File: src/rtl/pll_seq_pkg.sv
// ----------------------------------------------------------------------------
// pll_seq_pkg
// Shared definitions for the PLL lock sequencer and the blocks around it
// (clock gate, SoC top).
//   - State encodings (PLL_RST..FAULT) and their width SEQ_STATE_W.
//   - Typed state enum built on those encodings.
//   - Default cycle constants used as parameter defaults.
// ----------------------------------------------------------------------------
package pll_seq_pkg;

    localparam int SEQ_STATE_W = 3;

    localparam logic [SEQ_STATE_W-1:0] PLL_RST   = 3'd0;
    localparam logic [SEQ_STATE_W-1:0] WAIT_LOCK = 3'd1;
    localparam logic [SEQ_STATE_W-1:0] STABILISE = 3'd2;
    localparam logic [SEQ_STATE_W-1:0] RUN       = 3'd3;
    localparam logic [SEQ_STATE_W-1:0] FAULT     = 3'd4;

    typedef enum logic [SEQ_STATE_W-1:0] {
        ST_PLL_RST   = PLL_RST,
        ST_WAIT_LOCK = WAIT_LOCK,
        ST_STABILISE = STABILISE,
        ST_RUN       = RUN,
        ST_FAULT     = FAULT
    } seq_state_t;

    localparam int DEF_PLL_RST_CYCLES      = 16;
    localparam int DEF_LOCK_STABLE_CYCLES  = 1024;
    localparam int DEF_LOCK_TIMEOUT_CYCLES = 65536;
    localparam int DEF_MAX_RETRIES         = 3;
    localparam int DEF_CNT_W               = 17;

endpackage

File: src/rtl/pll_lock_sequencer_sync.sv
// ----------------------------------------------------------------------------
// sync_2ff
// Generic two-flop synchroniser for asynchronous level flags.
// Ports:
//   clk     in   1      destination clock
//   resetn  in   1      synchronous active-low reset, clears both stages to 0
//   d       in   WIDTH  asynchronous input flags
//   q       out  WIDTH  synchronised flags (two clk edges of latency)
// ----------------------------------------------------------------------------
module sync_2ff #(
    parameter int WIDTH = 1
) (
    input  logic             clk,
    input  logic             resetn,
    input  logic [WIDTH-1:0] d,
    output logic [WIDTH-1:0] q
);

    logic [WIDTH-1:0] meta_reg;
    logic [WIDTH-1:0] sync_reg;

    // Each bit is an independent flag; stages are kept per bit so the
    // structure stays obvious to timing constraints on the meta stage.
    for (genvar gi = 0; gi < WIDTH; gi++) begin : g_bit
        always_ff @(posedge clk) begin
            if (!resetn) begin
                meta_reg[gi] <= 1'b0;
                sync_reg[gi] <= 1'b0;
            end else begin
                meta_reg[gi] <= d[gi];
                sync_reg[gi] <= meta_reg[gi];
            end
        end
    end

    assign q = sync_reg;

endmodule

File: src/rtl/pll_lock_sequencer.sv
// ----------------------------------------------------------------------------
// pll_lock_sequencer
// Sequences PLL start-up and recovery on the reference clock: holds the PLL
// in reset, waits for lock, requires lock to stay stable, then enables the
// output clock gate and (one cycle later) releases the SoC reset. Loss of
// lock or a relock request re-runs the sequence; repeated lock timeouts end
// in a sticky FAULT that only fault_clr (or resetn) leaves.
// Ports:
//   clkin       in   1  reference clock
//   resetn      in   1  synchronous active-low reset
//   pll_locked  in   1  PLL lock flag, asynchronous
//   relock_req  in   1  pulse: force a full re-sequence
//   fault_clr   in   1  pulse: leave FAULT and restart
//   pll_rst     out  1  PLL reset, active high
//   clk_en      out  1  clock gate enable
//   sys_rstn    out  1  SoC reset, active low
//   seq_state   out  3  current state encoding
//   retry_cnt   out  4  failed attempts since last RUN entry
//   fault       out  1  high only in FAULT
// ----------------------------------------------------------------------------
module pll_lock_sequencer
    import pll_seq_pkg::*;
#(
    parameter int PLL_RST_CYCLES      = DEF_PLL_RST_CYCLES,
    parameter int LOCK_STABLE_CYCLES  = DEF_LOCK_STABLE_CYCLES,
    parameter int LOCK_TIMEOUT_CYCLES = DEF_LOCK_TIMEOUT_CYCLES,
    parameter int MAX_RETRIES         = DEF_MAX_RETRIES,
    parameter int CNT_W               = DEF_CNT_W
) (
    input  logic                   clkin,
    input  logic                   resetn,
    input  logic                   pll_locked,
    input  logic                   relock_req,
    input  logic                   fault_clr,
    output logic                   pll_rst,
    output logic                   clk_en,
    output logic                   sys_rstn,
    output logic [SEQ_STATE_W-1:0] seq_state,
    output logic [3:0]             retry_cnt,
    output logic                   fault
);

    localparam logic [CNT_W-1:0] RST_LAST     = CNT_W'(PLL_RST_CYCLES - 1);
    localparam logic [CNT_W-1:0] STABLE_LAST  = CNT_W'(LOCK_STABLE_CYCLES - 1);
    localparam logic [CNT_W-1:0] TIMEOUT_LAST = CNT_W'(LOCK_TIMEOUT_CYCLES - 1);
    localparam logic [3:0]       RETRY_MAX    = 4'(MAX_RETRIES);

    logic       lk;
    seq_state_t state_reg, state_next;
    logic [CNT_W-1:0] cnt_reg, cnt_next, cnt_inc;
    logic [3:0] retry_reg, retry_next, retry_inc;
    logic       pll_rst_reg, clk_en_reg, sys_rstn_reg, fault_reg;

    sync_2ff #(.WIDTH(1)) u_lock_sync (
        .clk    (clkin),
        .resetn (resetn),
        .d      (pll_locked),
        .q      (lk)
    );

    // Both counters saturate instead of wrapping.
    assign cnt_inc   = (cnt_reg == {CNT_W{1'b1}}) ? cnt_reg : cnt_reg + 1'b1;
    assign retry_inc = (retry_reg >= RETRY_MAX) ? retry_reg : retry_reg + 4'd1;

    // Next-state logic. Branch order inside each state encodes the input
    // priority: relock_req, then lock loss, then counter expiry.
    always_comb begin
        state_next = state_reg;
        cnt_next   = cnt_inc;
        retry_next = retry_reg;
        case (state_reg)
            ST_PLL_RST: begin
                if (relock_req) begin
                    cnt_next = '0;
                end else if (cnt_reg == RST_LAST) begin
                    state_next = ST_WAIT_LOCK;
                end
            end
            ST_WAIT_LOCK: begin
                if (relock_req) begin
                    state_next = ST_PLL_RST;
                end else if (lk) begin
                    // Lock arriving on the timeout cycle still counts as lock.
                    state_next = ST_STABILISE;
                end else if (cnt_reg == TIMEOUT_LAST) begin
                    retry_next = retry_inc;
                    state_next = (retry_inc == RETRY_MAX) ? ST_FAULT : ST_PLL_RST;
                end
            end
            ST_STABILISE: begin
                if (relock_req) begin
                    state_next = ST_PLL_RST;
                end else if (!lk) begin
                    state_next = ST_WAIT_LOCK;
                end else if (cnt_reg == STABLE_LAST) begin
                    state_next = ST_RUN;
                    retry_next = 4'd0;
                end
            end
            ST_RUN: begin
                if (relock_req || !lk) begin
                    state_next = ST_PLL_RST;
                end
            end
            ST_FAULT: begin
                if (fault_clr) begin
                    state_next = ST_PLL_RST;
                    retry_next = 4'd0;
                end
            end
            default: begin
                state_next = ST_PLL_RST;
            end
        endcase
        // cnt measures time in the current state only.
        if (state_next != state_reg) begin
            cnt_next = '0;
        end
    end

    always_ff @(posedge clkin) begin
        if (!resetn) begin
            state_reg    <= ST_PLL_RST;
            cnt_reg      <= '0;
            retry_reg    <= 4'd0;
            pll_rst_reg  <= 1'b1;
            clk_en_reg   <= 1'b0;
            sys_rstn_reg <= 1'b0;
            fault_reg    <= 1'b0;
        end else begin
            state_reg    <= state_next;
            cnt_reg      <= cnt_next;
            retry_reg    <= retry_next;
            // Outputs are decoded from the next state so they change on the
            // same edge as the state itself.
            pll_rst_reg  <= (state_next == ST_PLL_RST) || (state_next == ST_FAULT);
            clk_en_reg   <= (state_next == ST_RUN);
            // Only a RUN->RUN stay releases sys_rstn, so the SoC sees at
            // least one gated clock edge while still in reset.
            sys_rstn_reg <= (state_next == ST_RUN) && (state_reg == ST_RUN);
            fault_reg    <= (state_next == ST_FAULT);
        end
    end

    assign pll_rst   = pll_rst_reg;
    assign clk_en    = clk_en_reg;
    assign sys_rstn  = sys_rstn_reg;
    assign seq_state = state_reg;
    assign retry_cnt = retry_reg;
    assign fault     = fault_reg;

endmodule

File: config.mk
export PLATFORM = sky130hd
export DESIGN_NAME = pll_lock_sequencer
export DESIGN_NICKNAME = d
export VERILOG_FILES = /design/src/rtl/pll_seq_pkg.sv /design/src/rtl/pll_lock_sequencer_sync.sv /design/src/rtl/pll_lock_sequencer.sv
export SDC_FILE = /design/constraint.sdc
export NUM_CORES = 1
export LEC_CHECK = 0
export ABC_AREA = 1
export CAP_MARGIN = 30
export CORE_MARGIN = 1
export CORE_UTILIZATION = 60
export DETAILED_ROUTE_END_ITERATION = 8
export MAX_ROUTING_LAYER = met4
export PLACE_DENSITY = 0.93
export SLEW_MARGIN = 40
export SYNTH_ARGS = -nofsm -noshare
export SYNTH_HDL_FRONTEND = slang
export SYNTH_SLANG_ARGS = --single-unit
File: constraint.sdc
create_clock -name clkin -period 4.5 [get_ports clkin]
set_clock_uncertainty 0.05 [all_clocks]
set_input_delay 0.9 -clock clkin [delete_from_list [all_inputs] [get_ports clkin]]
set_output_delay 0.9 -clock clkin [all_outputs]
set_load 0.05 [all_outputs]
==> flow_metrics.tcl <==
set metrics [dict create \
    drt_pass1_iterations 4 \
    max_slew_margin_pct 64.3 \
    grt_pass1_wl_um 6510 \
    async_flop_share_pct 0 \
    io_buffers 15 \
    wl_per_cell_um 12.2 \
    slowest_delay_ns 0.84 \
    tightest_slew_ns 0.535 \
    finalSetupViolations 0 \
    io_pins 16 \
    outcome "finished, final reports clean" \
    syn_to_final_growth_pct 11.5 \
    worstPathArrival_ns 1.62 \
    p_per_area_mw_per_mm2 216 \
    syn_area_per_cell_um2 7.04 \
    finalCritPeriodShare_pct 57.1 \
    crit_path_end_kind "primary output" \
    die_w_um 57.5 \
    grt_max_degree 18 \
    crit_fanout 5 \
    clk_latency_ns 0.33 \
    first_global_vias 1557 \
    synth_top_area_share_pct 32.5 \
    crit_chain "clkdlybuf4s50_1" \
    core_mm2 0.00283 \
    htree_levels 2 \
    holdBufCountCts 0 \
    die_h_um 57.5 \
    clock_sinks 30 \
    antenna_found_initial 0 \
    r2r_start "cnt_reg[0]" \
    cts_tree "done" \
    synth_area_mm2 0.00185 \
    cp_slowest_cell "clkdlybuf4s50_1" \
    cts_setup_buffers 0 \
    yosysTopAreaCell "dfxtp_1" \
    initial_utilization_pct 65.2 \
    yosys_warnings 0 \
    required_ns 3.55 \
    rsz0062_at_grt "no" \
    cap_violations 0 \
    crit_type "reg2out" \
    place_congestion 0.911 \
    route.detailed.drc 0 \
    synth-edff-count 0 \
    holdPathEnd "u_lock_sync.q" \
    hold_viol 0 \
    vdd_ir_drop_max_uv 219 \
    drive_gt1_share_pct 15.4 \
    reg2regPathDepth 9 \
    startpoint_type "register" \
    nets 288 \
    path_delay_family "buffers and inverters" \
    grt-ovfl-total 0 \
    num_rows 19 \
    hpwl_um 2940 \
    hp-start "u_lock_sync.meta_reg" \
    power_leakage_nw 0.879 \
    netlist_instances 262 \
    max_freq_mhz 389 \
    synth_seq_cells 30 \
    synthesis.nets 269 \
    largest_register_ffs 17 \
    fin_tns_setup_ns 0 \
    cp_num_buf_inv 1 \
    wirelength_um 3810 \
    num_antenna_cells 0 \
    path_clk_slew_ns 0.09 \
    dieArea_mm2 0.00330 \
    postRouteAntennaNets 0 \
    via_count 1701 \
    cts_buffer_depth 2 \
    min-delay-path-class "reg2reg" \
    holdPathStages 2 \
    synth_area_leaders "dfxtp_1 (33%), nand2_1 (12%), nor2_4 (8.5%)" \
    final_max_slew_viol_count 0 \
    cts_root_buf "clkbuf_4" \
    min_period_ns 2.57 \
    drt_iter0_markers 111 \
    cts_made_buffers 5 \
    cts_resized 0 \
    r2r-end "cnt_reg[1]" \
    whs_ns 0.371 \
    via_per_inst 5.47 \
    ys_types 31 \
    r2r_slack_ns 2.31 \
    synth_ff_type "dfxtp_1" \
    ys_seq_area_share_pct 32.5 \
    grt_use_total_pct 27.1 \
]
-- cell usage after synthesis, drive strengths merged (2+ instances only) --
master and count:
o21ai 10, nor2 52, clkbuf 2, a21oi 6
inv 34, xor2 8, nand4 4, xnor2 2
or2 2, nand2 67, nor3 8, ha 2
dfxtp 30, nand3 27
-- how the worst max path moves through the flow --
stage               cells after the start  slack, ns          from            to
CTS                                     1       1.92  seq_state[2]  seq_state[2]
floorplan                              12       2.43    relock_req   cnt_reg[13]
global route                           12       1.85    relock_req    cnt_reg[5]
detailed placement                     12       1.66    relock_req    cnt_reg[1]
global placement                       12       1.76    relock_req    cnt_reg[4]
finish                                  1       1.93  seq_state[2]  seq_state[2]
-- cells by family (layout without fill, tap and decap cells) --
kind of cell             Yosys count  count (layout)  synth area share, %
buffers and inverters             38              56                 8.68
adder cells (fa/ha/maj)            2               2                 1.36
XOR/XNOR                          10              10                 4.75
flip-flops                        30              30                 32.5
AO/OA/AOI/OAI                     21              21                 7.05
AND/OR/NAND/NOR                  161             161                 45.6
-- where the power goes --
part	switching [mW]	leakage [nW]	internal, mW
Combinational	0.0134	0.607	0.00628
Sequential	0.00160	0.242	0.267
Clock	0.0855	0.0302	0.0703
-- stage by stage --
step                util [%]  std cells  cell area (um2)  total power [mW]  setup WS (ns)
finish                  72.8        311             2060             0.444           1.93
global route            72.8        311             2060             0.466           1.85
CTS                     72.8        311             2060             0.448           1.92
detailed placement      70.9        305             2010             0.294           1.66
global placement        70.9        305             2010             0.294           1.76
floorplan                  -        262             1850             0.289           2.43
-- layout make-up --
| type | instances | area, um2 |
|---|---|---|
| fillers | 225 | 771 |
| repair buffers | 15 | 150 |
| multi-input cells | 194 | 1080 |
| well taps | 31 | 38.8 |
| clock buffers | 6 | 51.3 |
| inverters | 35 | 133 |
| flip-flops and latches | 30 | 601 |
-- routing by layer --
metal	part of all wire (%)	global-route usage (%)	vias to the layer above
met5	0	-	-
met4	1.9	13.6	0
met3	8.3	9.07	7
met2	46	40.7	73
met1	44	32.2	758
li1	-	-	863
-- layout by cell type (no fill, tap or decap), types with 3 or more instances in the layout --
cell type and instances:
nand2_1 59, nor2_1 35, inv_1 32, dfxtp_1 30
nand3_1 24, clkdlybuf4s50_1 15, nor2_4 14, o21ai_0 10
xor2_1 8, nor3_1 6, nand2_2 6, a21oi_1 5
clkbuf_4 5, nand4_1 4, nor2_2 3
Power figures use the tool's default switching activity.
